==> src/rtl/jam_cost_loader.sv <==
// JAM front-end: cost table loader, JAM run control,
// result capture with ack handshake and watchdog.
module jam_cost_loader #(
  parameter int COST_W  = 7,
  parameter int ENTRIES = 64,
  parameter int TIMEOUT = 600000
) (
  input  logic              CLK,
  input  logic              RST,
  input  logic              in_valid,
  output logic              in_ready,
  input  logic [COST_W-1:0] in_data,
  input  logic              in_last,
  input  logic [2:0]        W,
  input  logic [2:0]        J,
  output logic [COST_W-1:0] Cost,
  output logic              jam_rst,
  input  logic              Valid,
  input  logic [9:0]        MinCost,
  input  logic [3:0]        MatchCount,
  output logic              res_valid,
  input  logic              res_ack,
  output logic [9:0]        res_min_cost,
  output logic [3:0]        res_match_count,
  output logic              res_timeout,
  output logic              load_err
);

  typedef enum logic [1:0] {
    IDLE,
    LOAD,
    RUN,
    DONE
  } state_t;

  localparam logic [19:0] RUN_LAST = 20'(TIMEOUT - 1);
  localparam logic [5:0]  PTR_LAST = 6'(ENTRIES - 1);

  state_t            state;
  logic [5:0]        wr_ptr;
  logic [19:0]       run_cnt;
  logic [COST_W-1:0] mem [ENTRIES];
  logic              acc;

  assign in_ready = (state == LOAD);
  assign jam_rst  = (state != RUN);
  assign acc      = in_valid && in_ready;
  assign Cost     = mem[{W, J}];

  // Table write port; contents survive reset.
  always_ff @(posedge CLK) begin
    if (RST && acc) mem[wr_ptr] <= in_data;
  end

  // Control FSM with registered result and error outputs.
  always_ff @(posedge CLK) begin
    if (!RST) begin
      state           <= IDLE;
      wr_ptr          <= '0;
      run_cnt         <= '0;
      res_valid       <= 1'b0;
      res_min_cost    <= '0;
      res_match_count <= '0;
      res_timeout     <= 1'b0;
      load_err        <= 1'b0;
    end else begin
      load_err <= 1'b0;
      unique case (state)
        IDLE: state <= LOAD;
        LOAD: begin
          if (acc) begin
            if (wr_ptr == PTR_LAST && in_last) begin
              state   <= RUN;
              run_cnt <= '0;
              wr_ptr  <= '0;
            end else if (wr_ptr == PTR_LAST || in_last) begin
              load_err <= 1'b1;
              wr_ptr   <= '0;
            end else begin
              wr_ptr <= wr_ptr + 6'd1;
            end
          end
        end
        RUN: begin
          run_cnt <= run_cnt + 20'd1;
          if (Valid) begin
            res_min_cost    <= MinCost;
            res_match_count <= MatchCount;
            res_timeout     <= 1'b0;
            res_valid       <= 1'b1;
            state           <= DONE;
          end else if (run_cnt == RUN_LAST) begin
            res_min_cost    <= 10'h3FF;
            res_match_count <= '0;
            res_timeout     <= 1'b1;
            res_valid       <= 1'b1;
            state           <= DONE;
          end
        end
        DONE: begin
          if (res_valid && res_ack) begin
            res_valid <= 1'b0;
            wr_ptr    <= '0;
            state     <= LOAD;
          end
        end
        default: state <= IDLE;
      endcase
    end
  end

endmodule

==> config.mk <==
export PLATFORM = sky130hd
export DESIGN_NAME = jam_cost_loader
export DESIGN_NICKNAME = d
export VERILOG_FILES = /design/src/rtl/jam_cost_loader.sv
export SDC_FILE = /design/constraint.sdc
export NUM_CORES = 1
export LEC_CHECK = 0
export CAP_MARGIN = 20
export CORE_MARGIN = 2
export CORE_UTILIZATION = 42
export DETAILED_ROUTE_END_ITERATION = 12
export SYNTH_ARGS = -nofsm -noshare
export SYNTH_HDL_FRONTEND = slang
export SYNTH_SLANG_ARGS = --single-unit
==> constraint.sdc <==
create_clock -name CLK -period 2.5 [get_ports CLK]
set_input_delay 0.25 -clock CLK [delete_from_list [all_inputs] [get_ports CLK]]
set_output_delay 0.25 -clock CLK [all_outputs]
set_load 0.005 [all_outputs]
# Word level (Yosys, flattened, before mapping)
# Memories as Yosys holds them, arrays and structs flattened.
# Index checks and enable logic that the tools add are counted.
[totals]
ff_bits = 45
input_bits = 33
ramBits = 448
memories = 1
[memory_table]
columns = ["memory", "depth", "width", "read_ports", "rd_ports_with_merged_regs", "wr", "line_no", "rtl"]
rows = [
  ["mem", 64, 7, 1, 0, 1, "42", "logic [COST_W-1:0] mem [ENTRIES];"],
]
[op_classes]
reduce_logical = 16
add_sub_neg = 2
n_eq_ne = 10
muxes = 26
bitwise_logic = 3
[op_table]
columns = ["op", "n"]
rows = [
  ["20-bit 2-to-1 mux", 2],
  ["20-bit case mux with 2 select lines", 1],
  ["6-bit 2-to-1 mux", 4],
  ["20-bit by 1-bit adder with 20-bit output (second input constant)", 1],
  ["20-bit equality test (second input constant)", 1],
  ["10-bit 2-to-1 mux", 2],
  ["6-bit case mux with 2 select lines", 1],
  ["2-bit 2-to-1 mux", 5],
  ["3-bit AND reduction", 3],
  ["4-bit 2-to-1 mux", 2],
  ["2-bit case mux with 4 select lines", 1],
  ["2-bit nonzero test", 4],
  ["1-bit 2-to-1 mux", 7],
  ["6-bit by 1-bit adder with 6-bit output (second input constant)", 1],
  ["6-bit equality test (second input constant)", 1],
  ["2-bit equality test (second input constant)", 2],
  ["1-bit logical AND", 4],
  ["2-bit by 1-bit inequality test with 1-bit output (second input constant)", 2],
  ["2-bit inequality test (second input constant)", 2],
  ["4-bit AND reduction", 1],
  ["4-bit OR reduction", 1],
  ["3-bit inequality test (second input constant)", 1],
  ["1-bit NOT", 3],
  ["2-bit by 1-bit equality test with 1-bit output (second input constant)", 1],
  ["4 further kinds", 4],
]

# Logic depth before layout (Yosys ltp)
[logic_depth]
depth_word = 6
mapped_depth = 10

# Worst setup path after synthesis
# OpenSTA, ideal clock, no wires.
[synth_path]
path_kind = "reg-to-reg"
start = "register state[1]"
end = "register run_cnt[19]"
synth_period_minus_slack_ps = 2100
t_required_ps = 2370
stages_incl_launch_ff = 9
setup_slack_ps = 400
arrival_time_ps = 1970
path_cell_list = "dfxtp_1 -> inv_1 -> ha_1 -> nand2_1 -> o41a_4 -> nor4_4 -> nand4_1 -> xor2_1 -> nor2_2"
[synth_via]
elab_chain_len = 4
word_cells_on_any_way = 8
cone_classes = "eq/ne (4); mux (1); reduce/logical (3)"
[synth_lines]
columns = ["element", "line_no", "rtl"]
rows = [
  ["start, declared", "39", "state_t state;"],
  ["start signal, assigned", "58", "state <= IDLE;"],
  ["start signal, assigned", "69", "IDLE: state <= LOAD;"],
  ["start signal, assigned", "73", "state <= RUN;"],
  ["2-bit by 1-bit equality test with 1-bit output *", "45", "assign in_ready = (state == LOAD);"],
  ["via in_ready", "11", "output logic in_ready,"],
  ["1-bit logical AND", "47", "assign acc = in_valid && in_ready;"],
  ["2-bit by 1-bit inequality test with 1-bit output (no line)", "--", ""],
  ["3-bit AND reduction (no line)", "--", ""],
  ["end signal, assigned", "85", "run_cnt <= run_cnt + 20'd1;"],
  ["end, declared", "41", "logic [19:0] run_cnt;"],
]
# The timed path passes the listed nets; every way through them passes the cells marked *.
# A chain may end at the register's enable or synchronous reset.

# Worst setup path in the final report
[layout_path]
start = "memory mem[37][3]"
end = "output port Cost[3]"
[layout_via]
elab_chain_len = 1
[layout_lines]
columns = ["element", "line_no", "rtl"]
rows = [
  ["start, declared", "42", ""],
  ["memory 64 x 7 bit", "--", ""],
  ["end, declared", "16", "output logic [COST_W-1:0] Cost,"],
]
# No other way between the ends.

==> metrics.txt <==
status finished with violations; violated checks setup timing; vias in the first global route 10548; slew margin rel. 48.2%; drt drc 0; Max-Cap Viols 0; Filler cells 3751; first-pass GRT wire length 67000 um; Post-Syn Area 0.0196 mm^2; WL per Instance 23.3 um; Clock power frac 41.0%; Final Hold Viols 0; CORE AREA 0.0463 mm^2; Starting Density 42.3%; max-slew violations 0; worst skew pair latency 0.58 ns; Area Growth Syn to Fin 20.8%; Syn Inst Count 1062; worst hold-check path type input port to flip-flop; Final period util 107%; Worst Setup Start Kind flip-flop; clock skew 0.0118 ns; clk sinks 493; final-report setup violation count 7; RSZ-0062 raised after global routing yes; unique cell type count in the Yosys netlist 55; final setup TNS -0.777 ns; DP Area 0.0219 mm^2; postcts setup bufs 0; clock tree buffer depth 3; largest net degree at the start of global routing 65; min Tclk post-route 2.67 ns; peak supply drop 444 uV; Die Footprint 0.0484 mm^2; CTS tree done; worst setup margin -0.173 ns; #FFs+latches synth 493; layout cells sized above 1 31.1%; Root Buffer clkbuf_16; remaining global-route overflow 0; Die X 220 um; clock buffer count from CTS 51; Crit. End Element output port; total routed wirelength 44400 um; DR iter-0 viols 1049; CP arrival 2.42 ns; synthesized area per cell 18.4 um^2; Synth Warn # 0; async set or reset register ratio after synthesis 0%; DR pass1 iterations 5; Synth Net Count 1101; GRT Total Usage 18.9%; Routability Congestion 0.807; ANT cells 0; vias per std cell 5.48; Slew @ Worst Pin 0.778 ns; I/O Buffers 58; hpwl dp 28700 um; cell-internal power 14000 uW; worst-path fanout max 1; Switching Fraction 21.2%; Net Sw Power 3760 uW; Post-synth EDFFs 448; kind of critical path flip-flop to output port; highest clock rate 0.374 GHz; Comb power frac 7.6%; fin area 0.0237 mm^2; Worst-path clk slew 0.06 ns; Seq/Total Area, Yosys 73.3%; post-route ant nets 0; power density cells 749 mW/mm^2; Sequential Power Share 51.5%; IO Count 59; Critical Path RT 2.25 ns; ys flop type edfxtp_1; vias post-DR 10438; number of nets in the layout 1301; htree depth 2; LEAKAGE 0.00772 uW; Die H 220 um; Placement Rows 79; initial antenna violation count 0
-- what timing repair did --
item,in CTS,in global routing
gates resized for setup,74,8
endpoints found under the hold margin,0,0
pin swaps,28,8
hold buffers,0,0
endpoints found under the setup margin,7,25
-- final timing paths --
path              startpoint     endpoint  slack, ns  cells past startpoint
hold / removal    in_data[0]   mem[22][0]       0.06                      1
setup / recovery  mem[37][3]      Cost[3]      -0.17                      6
hold reg to reg    res_valid    res_valid       0.50                      2
setup reg to reg    state[1]  run_cnt[19]       0.22                      8
-- Yosys cell counts (6+ instances only) --
| master | instances | area (um^2) |
|---|---|---|
| edfxtp_1 | 448 | 13500 |
| nor3_1 | 11 | 55.1 |
| ha_1 | 6 | 75.1 |
| dfxtp_1 | 45 | 901 |
| buf_2 | 17 | 85.1 |
| nor2b_1 | 23 | 144 |
| nand2_1 | 43 | 161 |
| a22oi_1 | 20 | 150 |
| o221a_2 | 10 | 113 |
| mux4_2 | 109 | 2450 |
| a21oi_1 | 14 | 70.1 |
| nand2b_1 | 10 | 62.6 |
| xnor2_1 | 8 | 70.1 |
| a211oi_1 | 6 | 45.0 |
| mux2_2 | 8 | 90.1 |
| nand3_1 | 25 | 125 |
| o21ai_0 | 9 | 45.0 |
| nor2_1 | 104 | 390 |
| buf_4 | 9 | 67.6 |
| xor2_1 | 11 | 96.3 |
| nand4_1 | 11 | 68.8 |
| clkbuf_1 | 23 | 86.3 |
| mux2i_1 | 17 | 170 |
-- state kept, by name, summed over array words and instances, names as in the netlist --
name	flops
load_err	1
run_cnt	20
res_valid	1
res_timeout	1
wr_ptr	6
state	2
res_min_cost	10
res_match_count	4
mem	448
-- kinds of logic (layout without fill, tap and decap cells) --
logic type,Yosys count,in the layout,synth area share (%)
AOI/OAI and AO/OA,94,94,3.69
xor gates and xnor gates,19,19,0.850
adders and majority gates,6,6,0.383
buffers and inverters,60,297,1.62
DFF,493,493,73.3
muxes,134,134,13.9
and+or+nand+nor,256,256,6.29
-- final cells by class --
class	instances	area [um^2]	share of cell area, %
repair buffers	202	1800	7.59
flip-flops and latches	493	14400	60.7
multi-input cells	509	5150	21.8
clock inverters	25	214	0.904
clock buffers	65	1370	5.80
inverters	5	18.8	0.0793
well taps	607	759	3.21
-- per-stage QoR --
| stage | cells | util (%) | power, uW | hold slack (ns) | setup WS, ns |
|---|---|---|---|---|---|
| global placement | 1819 | 47.3 | 10600 | 0.474 | -0.756 |
| finish | 1906 | 51.1 | 17700 | 0.0615 | -0.173 |
| detailed placement | 1819 | 47.3 | 10600 | 0.493 | -0.712 |
| floorplan | 1062 | - | 9940 | 0.349 | 0.400 |
| global route | 1906 | 51.1 | 18300 | 0.0565 | -0.246 |
| CTS | 1906 | 51.1 | 17900 | 0.0315 | -0.192 |
-- critical path, stage by stage (launching register included) --
cell,delay [ns]
edfxtp_1,0.37
mux4_2,0.46
a22oi_2,0.22
nand2_1,0.13
o211ai_1,0.40
nand2_1,0.10
buf_2,0.15
-- power groups by stage --
stage | Combinational, uW | Sequential (uW) | Clock, uW
after floorplan | 654 | 9290 | 0
after global placement | 1310 | 9290 | 0
after detailed placement | 1320 | 9290 | 0
after CTS | 1350 | 9120 | 7410
after global routing | 1450 | 9120 | 7720
final | 1340 | 9120 | 7260
-- per-layer routing --
layer	track usage (%)	vias up	share of wire, %
met5	0	-	0
met4	5.73	0	2.2
met3	3.08	67	6.0
met2	30.3	312	48
met1	26.8	5388	44
li1	-	4671	-
-- layout by cell type (no fill, tap or decap), types with 4 or more instances in the layout --
master	count
nor2b_1	22
nand4_1	11
clkbuf_1	12
nor3_1	8
a22oi_2	8
nand3b_1	4
buf_12	16
buf_2	14
a22oi_1	12
dfxtp_1	45
ha_1	5
xor2_1	11
a21oi_2	7
xnor2_1	8
inv_1	5
bufinv_16	4
clkinv_2	6
nand3_2	7
a21oi_1	7
a21boi_0	5
o21ai_0	9
nand2_1	41
o221a_2	10
edfxtp_1	448
a32oi_1	4
mux4_2	109
clkdlybuf4s50_1	41
and3_1	5
buf_4	128
o22ai_1	4
or3_1	4
nand2b_1	10
nor2_1	104
and2_1	4
clkinv_1	13
mux2i_1	17
nand3_1	17
clkbuf_16	53
mux2_4	5
(Power assumes the default switching activity.)
